File: src/rtl/led_pattern_gen_if.sv
// rtl/led_pattern_gen_if.sv - control inputs and LED bank outputs of led_pattern_gen
interface led_pattern_gen_if #(
  parameter int NB_LEDS = 4
);
  logic [2:0]         i_sw;
  logic               i_mode;
  logic [2:0]         i_sel_col;
  logic [NB_LEDS-1:0] o_led;
  logic [NB_LEDS-1:0] o_led_r;
  logic [NB_LEDS-1:0] o_led_g;
  logic [NB_LEDS-1:0] o_led_b;

  modport master (
    output i_sw, i_mode, i_sel_col,
    input  o_led, o_led_r, o_led_g, o_led_b
  );

  modport slave (
    input  i_sw, i_mode, i_sel_col,
    output o_led, o_led_r, o_led_g, o_led_b
  );
endinterface

File: src/rtl/led_pattern_gen.sv
// rtl/led_pattern_gen.sv - prescaled shift/flash LED pattern steered onto an RGB bank
// Optional macro PINGPONG_EN: shift mode bounces between the end LEDs instead of wrapping.
module led_pattern_gen #(
  parameter int          NB_LEDS  = 4,
  parameter int          NB_CNT   = 32,
  parameter int unsigned CNT_LIM0 = 2**23,
  parameter int unsigned CNT_LIM1 = 2**22,
  parameter int unsigned CNT_LIM2 = 2**21,
  parameter int unsigned CNT_LIM3 = 2**20
) (
  input  logic           clock,
  input  logic           i_reset,
  led_pattern_gen_if.slave bus
);

  localparam logic [NB_LEDS-1:0] PAT_ONE = NB_LEDS'(1);
  localparam logic [NB_LEDS-1:0] PAT_ALL = '1;

`ifdef PINGPONG_EN
  typedef enum logic {DIR_LEFT = 1'b0, DIR_RIGHT = 1'b1} dir_e;
  dir_e dir_q, dir_d;
`endif

  logic [NB_CNT-1:0]  cnt_q, cnt_d;
  logic [NB_LEDS-1:0] pat_q, pat_d;
  logic               r_mode_q;
  logic [NB_LEDS-1:0] led_q, led_r_q, led_g_q, led_b_q;
  logic [NB_CNT-1:0]  lim_m1;
  logic               enable, tick, mode_chg;

  always_comb begin
    lim_m1 = NB_CNT'(CNT_LIM0 - 1);
    case (bus.i_sw[2:1])
      2'b00:   lim_m1 = NB_CNT'(CNT_LIM0 - 1);
      2'b01:   lim_m1 = NB_CNT'(CNT_LIM1 - 1);
      2'b10:   lim_m1 = NB_CNT'(CNT_LIM2 - 1);
      default: lim_m1 = NB_CNT'(CNT_LIM3 - 1);
    endcase
  end

  // >= rather than == so a speed switch to a shorter limit ticks immediately
  assign enable   = bus.i_sw[0];
  assign tick     = enable && (cnt_q >= lim_m1);
  assign mode_chg = (r_mode_q != bus.i_mode);

  always_comb begin
    cnt_d = cnt_q;
    pat_d = pat_q;
`ifdef PINGPONG_EN
    dir_d = dir_q;
`endif
    if (mode_chg) begin
      cnt_d = '0;
      pat_d = bus.i_mode ? PAT_ALL : PAT_ONE;
`ifdef PINGPONG_EN
      dir_d = DIR_LEFT;
`endif
    end else if (enable) begin
      if (tick) begin
        cnt_d = '0;
        if (r_mode_q) begin
          pat_d = ~pat_q;
        end else begin
`ifdef PINGPONG_EN
          // Reverse on the tick after an end LED lights, then step the other way
          if (dir_q == DIR_LEFT) begin
            if (pat_q[NB_LEDS-1]) begin
              dir_d = DIR_RIGHT;
              pat_d = pat_q >> 1;
            end else begin
              pat_d = pat_q << 1;
            end
          end else begin
            if (pat_q[0]) begin
              dir_d = DIR_LEFT;
              pat_d = pat_q << 1;
            end else begin
              pat_d = pat_q >> 1;
            end
          end
`else
          pat_d = {pat_q[NB_LEDS-2:0], pat_q[NB_LEDS-1]};
`endif
        end
      end else begin
        cnt_d = cnt_q + NB_CNT'(1);
      end
    end
  end

  always_ff @(posedge clock) begin
    if (i_reset) begin
      cnt_q    <= '0;
      pat_q    <= PAT_ONE;
      r_mode_q <= 1'b0;
      led_q    <= '0;
      led_r_q  <= '0;
      led_g_q  <= '0;
      led_b_q  <= '0;
`ifdef PINGPONG_EN
      dir_q    <= DIR_LEFT;
`endif
    end else begin
      cnt_q    <= cnt_d;
      pat_q    <= pat_d;
      r_mode_q <= bus.i_mode;
      led_q    <= pat_q;
      led_r_q  <= (bus.i_sel_col == 3'b001) ? pat_q : '0;
      led_g_q  <= (bus.i_sel_col == 3'b010) ? pat_q : '0;
      led_b_q  <= (bus.i_sel_col == 3'b100) ? pat_q : '0;
`ifdef PINGPONG_EN
      dir_q    <= dir_d;
`endif
    end
  end

  assign bus.o_led   = led_q;
  assign bus.o_led_r = led_r_q;
  assign bus.o_led_g = led_g_q;
  assign bus.o_led_b = led_b_q;

endmodule

File: src/flat_wrapper.sv
// flat-port wrapper written by rule: the top's interface ports become plain ports
module led_pattern_gen_flat 
#(
  parameter int          NB_LEDS  = 4,
  parameter int          NB_CNT   = 32,
  parameter int unsigned CNT_LIM0 = 2**23,
  parameter int unsigned CNT_LIM1 = 2**22,
  parameter int unsigned CNT_LIM2 = 2**21,
  parameter int unsigned CNT_LIM3 = 2**20
)
  (clock, i_reset, bus_i_sw, bus_i_mode, bus_i_sel_col, bus_o_led, bus_o_led_r, bus_o_led_g, bus_o_led_b);
  led_pattern_gen_if #(.NB_LEDS(NB_LEDS)) bus_i ();
  input  logic clock;
  input  logic i_reset;
  input wire logic [$bits(bus_i.i_sw)-1:0] bus_i_sw;
  input wire logic [$bits(bus_i.i_mode)-1:0] bus_i_mode;
  input wire logic [$bits(bus_i.i_sel_col)-1:0] bus_i_sel_col;
  output wire logic [$bits(bus_i.o_led)-1:0] bus_o_led;
  output wire logic [$bits(bus_i.o_led_r)-1:0] bus_o_led_r;
  output wire logic [$bits(bus_i.o_led_g)-1:0] bus_o_led_g;
  output wire logic [$bits(bus_i.o_led_b)-1:0] bus_o_led_b;
  assign bus_i.i_sw = bus_i_sw;
  assign bus_i.i_mode = bus_i_mode;
  assign bus_i.i_sel_col = bus_i_sel_col;
  assign bus_o_led = bus_i.o_led;
  assign bus_o_led_r = bus_i.o_led_r;
  assign bus_o_led_g = bus_i.o_led_g;
  assign bus_o_led_b = bus_i.o_led_b;
  led_pattern_gen #(.NB_LEDS(NB_LEDS), .NB_CNT(NB_CNT), .CNT_LIM0(CNT_LIM0), .CNT_LIM1(CNT_LIM1), .CNT_LIM2(CNT_LIM2), .CNT_LIM3(CNT_LIM3)) u_core (.clock(clock), .i_reset(i_reset), .bus(bus_i));
endmodule
File: config.mk
export PLATFORM = sky130hd
export DESIGN_NAME = led_pattern_gen_flat
export DESIGN_NICKNAME = d
export VERILOG_FILES = /design/src/rtl/led_pattern_gen_if.sv /design/src/rtl/led_pattern_gen.sv /design/src/flat_wrapper.sv
export SDC_FILE = /design/constraint.sdc
export NUM_CORES = 1
export LEC_CHECK = 0
export BUFFER_PORTS_ARGS = -buffer_cell sky130_fd_sc_hd__buf_2
export CAP_MARGIN = 15
export CORE_ASPECT_RATIO = 0.7
export CORE_UTILIZATION = 45
export DETAILED_ROUTE_END_ITERATION = 10
export HOLD_SLACK_MARGIN = 0.08
export PLACE_DENSITY_LB_ADDON = 0.08
export SYNTH_ARGS = -nofsm -noshare
export SYNTH_HDL_FRONTEND = slang
export SYNTH_SLANG_ARGS = --single-unit
File: constraint.sdc
create_clock -name clock -period 1.9 [get_ports clock]
set_input_delay 0.095 -clock clock [delete_from_list [all_inputs] [get_ports clock]]
set_output_delay 0.095 -clock clock [all_outputs]
set_load 0.1 [all_outputs]
==> impl_metrics.yaml <==
status:
  status: "complete, no violations"
cells_and_area:
  nNetsFinal: 307
  final_util_pct: 57.2
  area_delta_synth_final_pct: 19.8
  antennaDiodeCount: 0
  drive_above_1_share_pct: 26.1
  final_cells: 364
place:
  io_buffers: 24
  gp_congestion: 0.783
  dpl.cell_count: 354
  hpwl_mm: 3.49
cts:
  cts_root_buf: "clkbuf_8"
  cts_tree: "built"
  path_clk_slew_ns: 0.09
  cts_sinks: 53
  clockBufferDepth: 2
  clkLatencyLatePin_ns: 0.30
  htreeDepth: 2
  cts-buffers-inserted: 5
synth:
  ys_warn_count: 0
  synth_cell_types: 38
  synthFlopType: "dfxtp_1"
  yosysSeqAreaShare_pct: 45.5
  synth-seq-cells: 53
  yosysMostFrequentCell: "dfxtp_1"
  synth_area_per_cell_sq_um: 9.25
  synth_nets: 265
  netlist_area_sq_mm: 0.00233
  synth_top_area_share_pct: 45.5
  synth.top_cells.by_area: "dfxtp_1 45%, xnor2_1 6.0%, nor2_1 4.5%"
  synthTopCellsByCount: "53 x dfxtp_1, 28 x nor2_1, 16 x xnor2_1, 14 x and2_1, 13 x nand2_1"
  synth_edf_count: 0
  syn_inst: 252
  yosysTopAreaCell: "dfxtp_1"
  async_flop_share_pct: 0
global_route:
  track_usage_pct: 19.9
  grt-ovfl-total: 0
  grt_max_degree: 16
  antenna_found_initial: 0
  grt_pass1_vias: 1688
  grt_pass1_wl_mm: 8.45
sta:
  slew_headroom_pct: 60.0
  finalCritPeriodShare_pct: 95.4
  holdWs_ns: 0.157
  slew_viol_final: 0
  timing.final.crit_period_ns: 1.81
  rsz0062_at_grt: "yes"
  tightest_slew_ns: 0.591
  max_clock_freq_mhz: 551
  hold_viol_final: 0
  setup_viol: 0
  finalClockSkew_ns: 0.00492
  setup_tns_ns: 0
worst_hold_path:
  hp-class: "in2reg"
  hold_depth: 3
power_and_ir_drop:
  p_leak_nw: 1.01
  ir_worst_vdd_uv: 497
  total_power_w: 0.00208
  power_density_mw_per_mm2: 744
die:
  coreArea_sq_mm: 0.00489
  die_width_microns: 88.0
  rows: 21
  fp.dieH_microns: 62.2
  fp.dieArea_sq_mm: 0.00548
  ios: 25
  start_util_pct: 47.7
detailed_routing:
  vias_per_cell: 5.15
  wirelength_mm: 4.85
  drtIter0Drc: 102
  ant_nets: 0
  via_count: 1874
  wl_per_cell_microns: 13.3
  remaining_drc_errors: 0
  drt_pre_antenna_iters: 4
critical_path:
  crit_type: "reg2reg"
  cp.arrival_ns: 2.05
  worstSetupEndpointType: "flip-flop"
  reg2regPathDepth: 6
  startpoint: "u_core.cnt_q[22]"
  crit_end: "u_core.cnt_q[30]"
  r2r_end: "u_core.cnt_q[30]"
  ff2ff_setup_slack_ns: 0.09
  critPathMaxFanout: 15
  startpoint_type: "flip-flop"
  worstPathRequired_ns: 2.14
  r2r-start: "u_core.cnt_q[22]"
job:
  max_cap_viol_count: 0
per-layer routing:
layer	wire length (microns)	track usage, %	up-vias
li1	-	-	975
met1	2780	33.3	858
met2	1830	24.4	36
met3	203	4.79	5
met4	31	4.84	0
met5	0	0	-
placed cells by master, fill, tap and decap left out, types with 4 or more instances in the layout:
cell,synthesis,layout
dfxtp_1,53,49
nand4_1,12,12
nor2b_1,10,10
inv_1,5,5
clkbuf_8,0,6
xnor2_1,16,16
nor2_2,7,9
nor4_1,6,5
xor2_1,8,8
dfxtp_2,0,4
buf_2,2,24
nor3_1,10,8
buf_4,0,18
nand2_1,13,13
o21ai_0,5,5
and2_1,14,14
nand3_1,11,11
nor2_1,28,26
a41oi_1,6,6
and4_1,6,5
worst max-delay path, stage by stage (launching register included):
cell and delay, ns:
dfxtp_2 0.34, ha_4 0.23, and3_1 0.18, and4_1 0.16
and4_4 0.20, or3_4 0.51, nor2_1 0.13
cells by family (layout without fill, tap and decap cells):
kind of cell,count (synthesis),in the layout,synth area share [%]
flops,53,53,45.5
fa+ha+maj,4,4,2.15
buf+inv,13,55,3.49
simple gates,134,135,32.5
xor+xnor,24,24,9.01
compound gates,24,24,7.35
worst min path at each step:
stage,start,endpoint
after floorplan,bus_i_mode,u_core.r_mode_q
after global placement,u_core.cnt_q[29],u_core.cnt_q[29]
after detailed placement,u_core.cnt_q[29],u_core.cnt_q[29]
after CTS,bus_i_sel_col[0],u_core.bus.o_led_g[2]
after global routing,bus_i_sel_col[1],u_core.bus.o_led_r[0]
final,bus_i_sel_col[0],u_core.bus.o_led_g[2]
sequential cells by signal, indices dropped and copies added (netlist names):
name	cells
u_core.pat_q	4
u_core.r_mode_q	1
u_core.cnt_q	32
u_core.bus.o_led_r	4
u_core.bus.o_led_b	4
u_core.bus.o_led_g	4
u_core.bus.o_led	4
stage by stage:
step           setup WS, ns  cell area [sq um]
5_1_grt             -0.0215               2800
4_1_cts              0.0117               2760
3_5_place_dp         -0.150               2640
2_1_floorplan        0.0231               2370
3_3_place_gp        -0.0973               2640
6_report             0.0867               2800
power breakdown:
| part | switching, W | total [W] | internal (W) |
|---|---|---|---|
| logic | 0.000117 | 0.000162 | 0.0000450 |
| registers | 0.0000143 | 0.00114 | 0.00113 |
| clock network | 0.000348 | 0.000777 | 0.000430 |
final cells by class:
cell class / instances / area, sq um
inverters: 5 / 18.8
clock inverters: 1 / 30.0
flip-flops and latches: 53 / 1070
repair buffers: 42 / 255
multi-input cells: 187 / 1250
clock buffers: 7 / 86.3
well taps: 69 / 86.3
fillers: 467 / 2090
timing repair:
action	in CTS	in global routing
cloned	1	0
pin swaps	1	5
setup endpoints to repair	21	35
buffers inserted	0	1
hold buffers	0	0
resized for setup	1	7
No activity file was read; power rests on OpenSTA's default activity.
